<file path="config.mk">
export PLATFORM = sky130hd
export DESIGN_NAME = ram32x4_reader
export DESIGN_NICKNAME = d
export VERILOG_FILES = /design/src/rtl/ram32x4_reader_pkg.sv /design/src/rtl/ram32x4_reader_tick.sv /design/src/rtl/ram32x4_reader.sv
export SDC_FILE = /design/constraint.sdc
export NUM_CORES = 1
export LEC_CHECK = 0
export BUFFER_PORTS_ARGS = -buffer_cell sky130_fd_sc_hd__clkbuf_2
export CAP_MARGIN = 10
export CORE_MARGIN = 2
export CORE_UTILIZATION = 30
export CTS_BUF_LIST = sky130_fd_sc_hd__clkbuf_8
export CTS_CLUSTER_DIAMETER = 100
export CTS_CLUSTER_SIZE = 30
export DETAILED_ROUTE_END_ITERATION = 10
export PLACE_DENSITY = 0.57
export SYNTH_ARGS = -nofsm -noshare
export SYNTH_HDL_FRONTEND = slang
export SYNTH_SLANG_ARGS = --single-unit
</file>
<file path="constraint.sdc">
create_clock -name CLOCK_50 -period 3.8 [get_ports CLOCK_50]
set_clock_uncertainty 0.05 [all_clocks]
set_input_delay 0.38 -clock CLOCK_50 [delete_from_list [all_inputs] [get_ports CLOCK_50]]
set_output_delay 0.38 -clock CLOCK_50 [all_outputs]
set_load 0.01 [all_outputs]
</file>
<file path="src/rtl/ram32x4_reader_pkg.sv">
// ram32x4_reader_pkg: shared types and default sizing for the 32x4 RAM read sequencer.
package ram32x4_reader_pkg;

  localparam int unsigned ADDR_W_DEF   = 5;
  localparam int unsigned DATA_W_DEF   = 4;
  localparam int unsigned TICK_DIV_DEF = 50_000_000;
  localparam int unsigned RD_LAT_DEF   = 1;

  // Fetch sequence: present address, let the RAM settle, latch the word, then dwell.
  typedef enum logic [1:0] {
    ISSUE   = 2'd0,
    WAIT    = 2'd1,
    CAPTURE = 2'd2,
    HOLD    = 2'd3
  } rd_state_e;

  // Counter width able to hold 0..n-1 (at least one bit).
  function automatic int unsigned cnt_width(input int unsigned n);
    return (n <= 32'd1) ? 32'd1 : $clog2(n);
  endfunction

endpackage

</file>
<file path="src/rtl/ram32x4_reader_tick.sv">
// tick_divider: free-running divide-by-TICK_DIV counter used as the auto-advance timebase.
// tc is high in the cycle the count sits at TICK_DIV-1 while enabled.
module tick_divider
  import ram32x4_reader_pkg::*;
#(
  parameter int unsigned TICK_DIV = TICK_DIV_DEF
) (
  input  logic CLOCK_50,
  input  logic reset,
  input  logic enable,
  input  logic clear,
  output logic tc
);

  localparam int unsigned      CNT_W = cnt_width(TICK_DIV);
  localparam logic [CNT_W-1:0] LAST  = CNT_W'(TICK_DIV - 32'd1);

  logic [CNT_W-1:0] r_cnt;

  // Count while enabled, wrap at the terminal value; clear discards any progress.
  always_ff @(posedge CLOCK_50 or posedge reset) begin
    if (reset) begin
      r_cnt <= '0;
    end else if (clear) begin
      r_cnt <= '0;
    end else if (enable) begin
      r_cnt <= (r_cnt == LAST) ? '0 : r_cnt + 1'b1;
    end else begin
      r_cnt <= r_cnt;
    end
  end

  assign tc = enable && (r_cnt == LAST);

endmodule

</file>
<file path="src/rtl/ram32x4_reader.sv">
// ram32x4_reader: sweeps a 2^ADDR_W x DATA_W synchronous RAM and presents each word with its
// address. Advances automatically on a divided tick (run=1) or on single step pulses (run=0).
// Optional feature macro: RAM32X4_READER_CHECKSUM_EN adds a per-sweep modulo-2^DATA_W checksum;
// without it the checksum port is tied to 0.
module ram32x4_reader
  import ram32x4_reader_pkg::*;
#(
  parameter int unsigned ADDR_W   = ADDR_W_DEF,
  parameter int unsigned DATA_W   = DATA_W_DEF,
  parameter int unsigned TICK_DIV = TICK_DIV_DEF,
  parameter int unsigned RD_LAT   = RD_LAT_DEF
) (
  input  logic              CLOCK_50,
  input  logic              reset,
  input  logic              run,
  input  logic              step,
  output logic [ADDR_W-1:0] ram_addr,
  output logic              ram_wren,
  input  logic [DATA_W-1:0] ram_q,
  output logic [ADDR_W-1:0] cur_addr,
  output logic [DATA_W-1:0] cur_data,
  output logic              data_valid,
  output logic              sweep_done,
  output logic [DATA_W-1:0] checksum
);

  localparam int unsigned       WAIT_W    = cnt_width(RD_LAT);
  localparam logic [WAIT_W-1:0] WAIT_LAST = WAIT_W'(RD_LAT - 32'd1);
  localparam logic [ADDR_W-1:0] ADDR_MAX  = {ADDR_W{1'b1}};

  rd_state_e         r_state;
  logic [WAIT_W-1:0] r_wait_cnt;
  logic [ADDR_W-1:0] r_ram_addr;
  logic [ADDR_W-1:0] r_cur_addr;
  logic [DATA_W-1:0] r_cur_data;
  logic              r_data_valid;

  logic w_in_hold;
  logic w_tick_en;
  logic w_tc;
  logic w_advance;
  logic w_wrap;

  // The tick only runs while dwelling in auto mode; anything else restarts it from zero.
  assign w_in_hold = (r_state == HOLD);
  assign w_tick_en = w_in_hold && run;

  tick_divider #(
    .TICK_DIV (TICK_DIV)
  ) u_tick (
    .CLOCK_50 (CLOCK_50),
    .reset    (reset),
    .enable   (w_tick_en),
    .clear    (!w_tick_en),
    .tc       (w_tc)
  );

  // An advance is only honoured in HOLD, so early or held step pulses are dropped, never queued.
  assign w_advance = w_in_hold && (run ? w_tc : step);
  assign w_wrap    = w_advance && (r_ram_addr == ADDR_MAX);

  // Fetch sequencer: address is held from ISSUE through HOLD and moves only on an advance.
  always_ff @(posedge CLOCK_50 or posedge reset) begin
    if (reset) begin
      r_state      <= ISSUE;
      r_wait_cnt   <= '0;
      r_ram_addr   <= '0;
      r_cur_addr   <= '0;
      r_cur_data   <= '0;
      r_data_valid <= 1'b0;
    end else begin
      case (r_state)
        ISSUE: begin
          r_wait_cnt <= '0;
          r_state    <= WAIT;
        end
        WAIT: begin
          if (r_wait_cnt == WAIT_LAST) begin
            r_state <= CAPTURE;
          end else begin
            r_wait_cnt <= r_wait_cnt + 1'b1;
          end
        end
        CAPTURE: begin
          r_cur_data   <= ram_q;
          r_cur_addr   <= r_ram_addr;
          r_data_valid <= 1'b1;
          r_state      <= HOLD;
        end
        HOLD: begin
          if (w_advance) begin
            r_ram_addr   <= r_ram_addr + 1'b1;
            r_data_valid <= 1'b0;
            r_state      <= ISSUE;
          end else begin
            r_state <= HOLD;
          end
        end
        default: begin
          r_state <= ISSUE;
        end
      endcase
    end
  end

`ifdef RAM32X4_READER_CHECKSUM_EN
  logic [DATA_W-1:0] r_acc;
  logic [DATA_W-1:0] r_checksum;

  // Sum each word as it is captured; on wrap publish the sum (last word included) and restart.
  always_ff @(posedge CLOCK_50 or posedge reset) begin
    if (reset) begin
      r_acc      <= '0;
      r_checksum <= '0;
    end else if (r_state == CAPTURE) begin
      r_acc <= r_acc + ram_q;
    end else if (w_wrap) begin
      r_checksum <= r_acc;
      r_acc      <= '0;
    end else begin
      r_acc <= r_acc;
    end
  end

  assign checksum = r_checksum;
`else
  assign checksum = '0;
`endif

  assign ram_addr   = r_ram_addr;
  assign ram_wren   = 1'b0;
  assign cur_addr   = r_cur_addr;
  assign cur_data   = r_cur_data;
  assign data_valid = r_data_valid;
  // Wrap pulse is asserted in the cycle whose closing edge returns ram_addr to 0.
  assign sweep_done = w_wrap;

endmodule

</file>
==> results_tabular.tex, run 1 <==
\begin{tabular}{lr}
\hline
Metric & Value \\
\hline
\multicolumn{2}{l}{\textbf{Critical path}} \\
Launching point of the worst reg2reg path & u\_tick.r\_cnt[0] \\
Max FO, Critical Path & 6 \\
FF-to-FF End & u\_tick.r\_cnt[17] \\
Arrival @ worst endpoint & 2580 ps \\
Kind of critical path & reg -> out \\
CP Data Required Time & 3370 ps \\
Internal reg-to-reg setup slack & 1260 ps \\
Depth of the worst register-to-register path & 6 \\
Critical Path Sink Type & output pin \\
Critical Path Source Type & flip-flop \\
\multicolumn{2}{l}{\textbf{STA}} \\
Maximum clock frequency & 0.3321 GHz \\
Ratio of final minimum period to clock period & 79.25\% \\
Total of endpoints with negative setup slack in the final report & 0 \\
Worst-Margin Slew & 877.8 ps \\
Count of endpoints failing hold in the final timing report & 0 \\
Final setup TNS & 0 ps \\
RSZ-0062 raised after global routing & false \\
Max\_slew headroom & 41.26\% \\
Pins Over Slew Limit & 0 \\
Clock period minus worst slack & 3011 ps \\
Setup ws final & 788.6 ps \\
Worst Hold Margin & 123.9 ps \\
\multicolumn{2}{l}{\textbf{Finish}} \\
Antenna cell count & 0 \\
Layout net count & 272 \\
Share of layout cells above drive strength 1 & 19.47\% \\
Final cell area excluding filler cells & 2604 um\^{}2 \\
Synth-to-layout area growth & 11.52\% \\
\multicolumn{2}{l}{\textbf{Synth}} \\
Proportion of netlist area held by the largest area contributor & 46.09\% \\
Synth warnings & 0 \\
Leading cell type by number of instances after synthesis & sky130\_fd\_sc\_hd\_\_dfrtp\_1 \\
Post-synth cell types & 41 \\
Most frequent cells after synthesis & 43 x sky130\_fd\_sc\_hd\_\_dfrtp\_1, 21 x sky130\_fd\_sc\_hd\_\_nor2\_1, 18 x sky130\_fd\_sc\_hd\_\_nand3\_1 \\
Number of instances in the synthesized netlist & 241 \\
Proportion of synthesized chip area in sequential cells & 46.09\% \\
Register bit count reported by yosys & 43 \\
Cell taking the most area after synthesis & sky130\_fd\_sc\_hd\_\_dfrtp\_1 \\
Post-synth ARST share & 100.0\% \\
Post-synthesis cell area & 2335 um\^{}2 \\
Cells taking the most area after synthesis & sky130\_fd\_sc\_hd\_\_dfrtp\_1 46\%, sky130\_fd\_sc\_hd\_\_mux2\_2 4.3\%, sky130\_fd\_sc\_hd\_\_nand3\_1 3.9\% \\
Avg Cell Area, Syn & 9.688 um\^{}2 \\
Prevailing post-synth register cell & sky130\_fd\_sc\_hd\_\_dfrtp\_1 \\
Post-synth EDFFs & 0 \\
\multicolumn{2}{l}{\textbf{Clocking}} \\
Setup repair bufs after CTS & 0 \\
TritonCTS clock tree & done \\
CTS Hold Bufs & 0 \\
Clock sinks & 43 \\
Maximum level of the CTS H-tree & 2 \\
Post-CTS resize count & 0 \\
Clock Pin Slew Worst Setup and Hold Paths & 80 ps \\
Clock latency reported for the late side of the worst-skew pair & 300 ps \\
Clock tree buffer depth & 2 \\
Root Buffer & sky130\_fd\_sc\_hd\_\_clkbuf\_8 \\
Cts bufs inserted & 5 \\
\multicolumn{2}{l}{\textbf{Routing}} \\
Final routed DRC violation total & 0 \\
Routed wire per std cell & 13.41 um \\
Antenna violation net count after detailed routing & 0 \\
Total number of vias & 1871 \\
Initial DRT Pass Iterations & 4 \\
Aggregate routed wire length & 4.883 mm \\
Drt via density & 5.140 \\
Number of DRC violations after detailed-routing iteration 0 & 92 \\
\multicolumn{2}{l}{\textbf{Place}} \\
Pre-CTS setup slack & 1096 ps \\
DP HPWL & 3.384 mm \\
Gp weighted congestion & 0.7927 \\
Cell area after placement & 2519 um\^{}2 \\
Port Buffers & 23 \\
\multicolumn{2}{l}{\textbf{Flow run}} \\
\# Max-Cap Violations & 0 \\
\multicolumn{2}{l}{\textbf{Power and ir drop}} \\
Share of power burned in registers & 49.7\% \\
Clock power share & 23.7\% \\
Gate power share & 26.6\% \\
Net load switching power & 408.6 uW \\
Switching power share of the total & 33.42\% \\
Max IR drop VDD & 140.5 uV \\
Pwr/cell area & 469.6 nW/um\^{}2 \\
Power, Total & 1223 uW \\
Leakage power & 0.001006 uW \\
Power Internal & 814.0 uW \\
\multicolumn{2}{l}{\textbf{Global route}} \\
Global route total overflow & 0 \\
All-layer global routing usage & 12.65\% \\
Largest net degree at the start of global routing & 44 \\
Wire length of the first global-routing pass & 8.680 mm \\
Initial antenna violation count & 0 \\
Via count of the first global-routing pass & 1825 \\
\multicolumn{2}{l}{\textbf{Hold path}} \\
Classification of the worst-slack hold path & in -> async \\
\multicolumn{2}{l}{\textbf{Floorplan}} \\
Effective utilization at floorplan & 30.53\% \\
Die Y-Extent & 92.22 um \\
Width of the chip & 92.22 um \\
Number of placed I/O pins & 29 \\
Area enclosed by the die boundary & 8505 um\^{}2 \\
Core Area & 7647 um\^{}2 \\
Std cell rows & 32 \\
\multicolumn{2}{l}{\textbf{Status}} \\
Result of the run & completed \\
\hline
\end{tabular}
[sequential cells by signal (all words and copies together), names as in the netlist]
signal        count
u_tick.r_cnt     26
cur_addr          5
ram_addr          5
cur_data          4
r_state           2
data_valid        1
[worst max-delay path by stage]
stage / start / end / slack, ps / cells past startpoint
CTS: u_tick.r_cnt[0] / sweep_done / 770 / 6
detailed placement: u_tick.r_cnt[0] / sweep_done / 1100 / 6
global route: u_tick.r_cnt[0] / sweep_done / 570 / 6
finish: u_tick.r_cnt[0] / sweep_done / 790 / 6
global placement: u_tick.r_cnt[0] / sweep_done / 1160 / 6
floorplan: u_tick.r_cnt[0] / sweep_done / 1410 / 5
[metal layers]
metal,part of all wire [%],GRT usage (%)
met2,48,20.10
met3,2.6,2.465
met1,47,17.03
met5,0,0
met4,1.7,4.851
[logic make-up after synthesis]
kind of cell / share of synthesized area [%]
DFF: 46.09
AOI/OAI and AO/OA: 10.45
and+or+nand+nor: 27.87
adders and majority gates: 1.608
other: 0.1606
buffers and inverters: 4.609
xor gates and xnor gates: 4.877
muxes: 4.341
[power groups by stage]
stage / clock (uW) / sequential, uW / combinational, uW
floorplan: 0 / 634 / 192
finish: 289 / 608 / 326
CTS: 298 / 608 / 332
global placement: 0 / 613 / 329
global route: 312 / 621 / 365
detailed placement: 0 / 617 / 331
[metrics by stage]
stage                     utilization, %  instances
final                              34.05        364
after global routing               34.05        364
after CTS                          34.05        364
after detailed placement           32.94        356
after global placement             32.94        356
after floorplan                        -        245
[layout by cell type, fill, tap and decap left out, drive strengths merged, types with 3 or more instances in the layout]
| cell | netlist | final |
|---|---|---|
| a21oi | 14 | 14 |
| a221oi | 3 | 3 |
| and3 | 6 | 6 |
| clkbuf | 8 | 28 |
| conb | 1 | 5 |
| dfrtp | 43 | 43 |
| ha | 3 | 3 |
| inv | 5 | 5 |
| mux2 | 9 | 9 |
| nand2 | 13 | 13 |
| nand3 | 18 | 18 |
| nand4 | 9 | 9 |
| nor2 | 21 | 21 |
| nor3 | 6 | 6 |
| nor3b | 5 | 5 |
| nor4 | 4 | 4 |
| o211ai | 4 | 4 |
| o21ai | 8 | 8 |
| o31ai | 6 | 6 |
| or3 | 10 | 10 |
| or4 | 12 | 12 |
| xnor2 | 8 | 8 |
| xor2 | 5 | 5 |
[critical path: stages (launching register included)]
cell                       delay (ps)
sky130_fd_sc_hd__dfrtp_1          390
sky130_fd_sc_hd__ha_1             250
sky130_fd_sc_hd__nand4_2          190
sky130_fd_sc_hd__or4_2            660
sky130_fd_sc_hd__o21ai_0          450
sky130_fd_sc_hd__and3_1           230
sky130_fd_sc_hd__clkbuf_2         120
[layout make-up]
type	instances	area (um^2)
timing repair buffer	25	130.1
fill	804	5044
inverter	5	18.77
sequential	43	1076
multi-input combinational	181	1166
clock buffer	5	68.82
clock inverter	3	16.27
tap	102	127.6
Power figures use the tool's default switching activity.
==> inputs of run 2 (changes only) <==
Settings changed: PLACE_DENSITY 0.57 to 0.58.
Clock period 3.8 ns to 2.7 ns, I/O delays scaled along.
==> run 2 against run 1 <==
Die area unchanged. Critical path depth is the same. Core utilization grew 0.65 points. Non-clock buffer count rose by 4. Setup slack got worse by 630 ps. Clock power increased by 43%. Global-route usage about the same. Sequential power rose by 37%. Largest power group unchanged.
==> results_tabular.tex, run 2 (synthesized netlist as in run 1, its figures left out) <==
\begin{tabular}{lr}
\hline
Metric & Value \\
\hline
\multicolumn{2}{l}{\textbf{Place}} \\
Gp weighted congestion & 0.7493 \\
Port Buffers & 23 \\
Number of placed instances, taps included & 359 \\
DP HPWL & 3.441 mm \\
Pre-CTS setup slack & 332.7 ps \\
Cell area after placement & 2541 um\^{}2 \\
\multicolumn{2}{l}{\textbf{STA}} \\
Worst-Margin Slew & 761.7 ps \\
Clock period minus worst slack & 2543 ps \\
Setup ws final & 156.5 ps \\
Worst Hold Margin & 164.6 ps \\
Ratio of final minimum period to clock period & 94.20\% \\
RSZ-0062 raised after global routing & false \\
Maximum clock frequency & 0.3932 GHz \\
Total of endpoints with negative setup slack in the final report & 0 \\
Pins Over Slew Limit & 0 \\
Count of endpoints failing hold in the final timing report & 0 \\
Final setup TNS & 0 ps \\
Max\_slew headroom & 49.04\% \\
\multicolumn{2}{l}{\textbf{Global route}} \\
Wire length of the first global-routing pass & 8.714 mm \\
All-layer global routing usage & 12.66\% \\
Initial antenna violation count & 0 \\
Largest net degree at the start of global routing & 27 \\
Via count of the first global-routing pass & 1813 \\
Global route total overflow & 0 \\
\multicolumn{2}{l}{\textbf{Floorplan}} \\
Area enclosed by the die boundary & 8505 um\^{}2 \\
Die Y-Extent & 92.22 um \\
Width of the chip & 92.22 um \\
Number of placed I/O pins & 29 \\
Effective utilization at floorplan & 30.53\% \\
Core Area & 7647 um\^{}2 \\
Std cell rows & 32 \\
\multicolumn{2}{l}{\textbf{Routing}} \\
Routed wire per std cell & 13.11 um \\
Initial DRT Pass Iterations & 4 \\
Antenna violation net count after detailed routing & 0 \\
Total number of vias & 1868 \\
Number of DRC violations after detailed-routing iteration 0 & 88 \\
Final routed DRC violation total & 0 \\
Aggregate routed wire length & 4.813 mm \\
Drt via density & 5.090 \\
\multicolumn{2}{l}{\textbf{Critical path}} \\
Critical path buffer and inverter count & 1 \\
Family with the most delay on the worst path & simple AND/OR/NAND/NOR gates \\
Max FO, Critical Path & 6 \\
Worst path max stage delay & 680 ps \\
Critical Path Source Type & flip-flop \\
Cell at the slowest stage of the critical path & sky130\_fd\_sc\_hd\_\_or4\_2 \\
Kind of critical path & reg -> out \\
Series of cell instances along the critical path & ha\_2 -> nand4\_4 -> or4\_2 -> o21ai\_2 -> and3\_1 -> clkbuf\_2 \\
Arrival @ worst endpoint & 2220 ps \\
Critical Path Sink Type & output pin \\
Critical path depth in cells & 6 \\
CP Data Required Time & 2380 ps \\
Depth of the worst register-to-register path & 5 \\
\multicolumn{2}{l}{\textbf{Clocking}} \\
Clock Pin Slew Worst Setup and Hold Paths & 70 ps \\
Cts bufs inserted & 5 \\
Root Buffer & sky130\_fd\_sc\_hd\_\_clkbuf\_8 \\
Clock tree buffer depth & 2 \\
Setup repair bufs after CTS & 0 \\
Clock latency reported for the late side of the worst-skew pair & 290 ps \\
Clock sinks & 43 \\
TritonCTS clock tree & done \\
Maximum level of the CTS H-tree & 2 \\
\multicolumn{2}{l}{\textbf{Finish}} \\
Final cell area excluding filler cells & 2654 um\^{}2 \\
Number of flip-flops in the largest register & 26 \\
Top register by number of flip-flops & u\_tick.r\_cnt \\
Number of standard cells in the final layout excluding fillers & 367 \\
Antenna cell count & 0 \\
Layout net count & 276 \\
Top library cells by usage in the layout, fill and taps aside & 43 x sky130\_fd\_sc\_hd\_\_dfrtp\_1, 23 x sky130\_fd\_sc\_hd\_\_clkbuf\_2, 21 x sky130\_fd\_sc\_hd\_\_nor2\_1 \\
Share of layout cells above drive strength 1 & 21.13\% \\
Most common cell after layout, fill and taps aside & sky130\_fd\_sc\_hd\_\_dfrtp\_1 \\
Synth-to-layout area growth & 13.67\% \\
\multicolumn{2}{l}{\textbf{Power and ir drop}} \\
Net load switching power & 553.6 uW \\
Pwr/cell area & 655.2 nW/um\^{}2 \\
Clock power share & 23.8\% \\
Switching power share of the total & 31.84\% \\
Share of power burned in registers & 48.0\% \\
Max IR drop VDD & 182.3 uV \\
Power Internal & 1185 uW \\
Leakage power & 0.001032 uW \\
Gate power share & 28.3\% \\
\multicolumn{2}{l}{\textbf{Status}} \\
Result of the run & completed \\
\multicolumn{2}{l}{\textbf{Hold path}} \\
Cell depth of the worst min-delay path & 2 \\
Classification of the worst-slack hold path & in -> reg \\
\multicolumn{2}{l}{\textbf{Flow run}} \\
\# Max-Cap Violations & 0 \\
\hline
\end{tabular}
run 2: cell count changes in the layout (fill, tap and decap cells not counted), sizes merged:
cell         delta
clkbuf          +1
buf             +3
dlygate4sd3     +1
clkinvlp        -1
inv             -1
run 2: power by group through the flow:
stage               clock network, uW  logic (uW)  registers, uW
floorplan                           0         270            892
global placement                    0         489            843
detailed placement                  0         496            849
CTS                               433         498            837
global route                      451         551            854
finish                            413         492            834
run 2: layout make-up:
type	count	area, um^2
fill	794	4994
sequential	43	1076
tap	102	127.6
inverter	5	18.77
multi-input combinational	181	1181
timing repair buffer	29	162.7
clock inverter	1	5.005
clock buffer	6	82.58
run 2: final timing paths:
| kind | from | to | slack, ps |
|---|---|---|---|
| max | u_tick.r_cnt[0] | sweep_done | 160 |
| max in group asynchronous | reset | u_tick.r_cnt[14] | 1440 |
| min in group asynchronous | reset | cur_addr[2] | 460 |
| min reg2reg | u_tick.r_cnt[0] | u_tick.r_cnt[0] | 450 |
| min | ram_q[0] | cur_data[0] | 160 |
| max reg2reg | u_tick.r_cnt[0] | ram_addr[2] | 420 |
run 2: through the flow:
step	power [uW]	utilization (%)
final	1739	34.70
after global routing	1855	34.70
after CTS	1768	34.51
after detailed placement	1345	33.23
after global placement	1331	33.23
after floorplan	1162	-
run 2: repair_timing:
action / 4_1_cts / 5_1_grt
hold buffers: 1 / 0
pin swaps: 0 / 0
endpoints found under the hold margin: 17 / 0
endpoints found under the setup margin: 1 / 1
gates cloned: 0 / 0
gates resized for setup: 1 / 3
run 2: metal layers:
layer / GRT usage, % / routed length, um
met5: 0 / 0
met4: 4.851 / 66
met3: 2.547 / 114
met2: 19.42 / 2219
met1: 17.60 / 2412
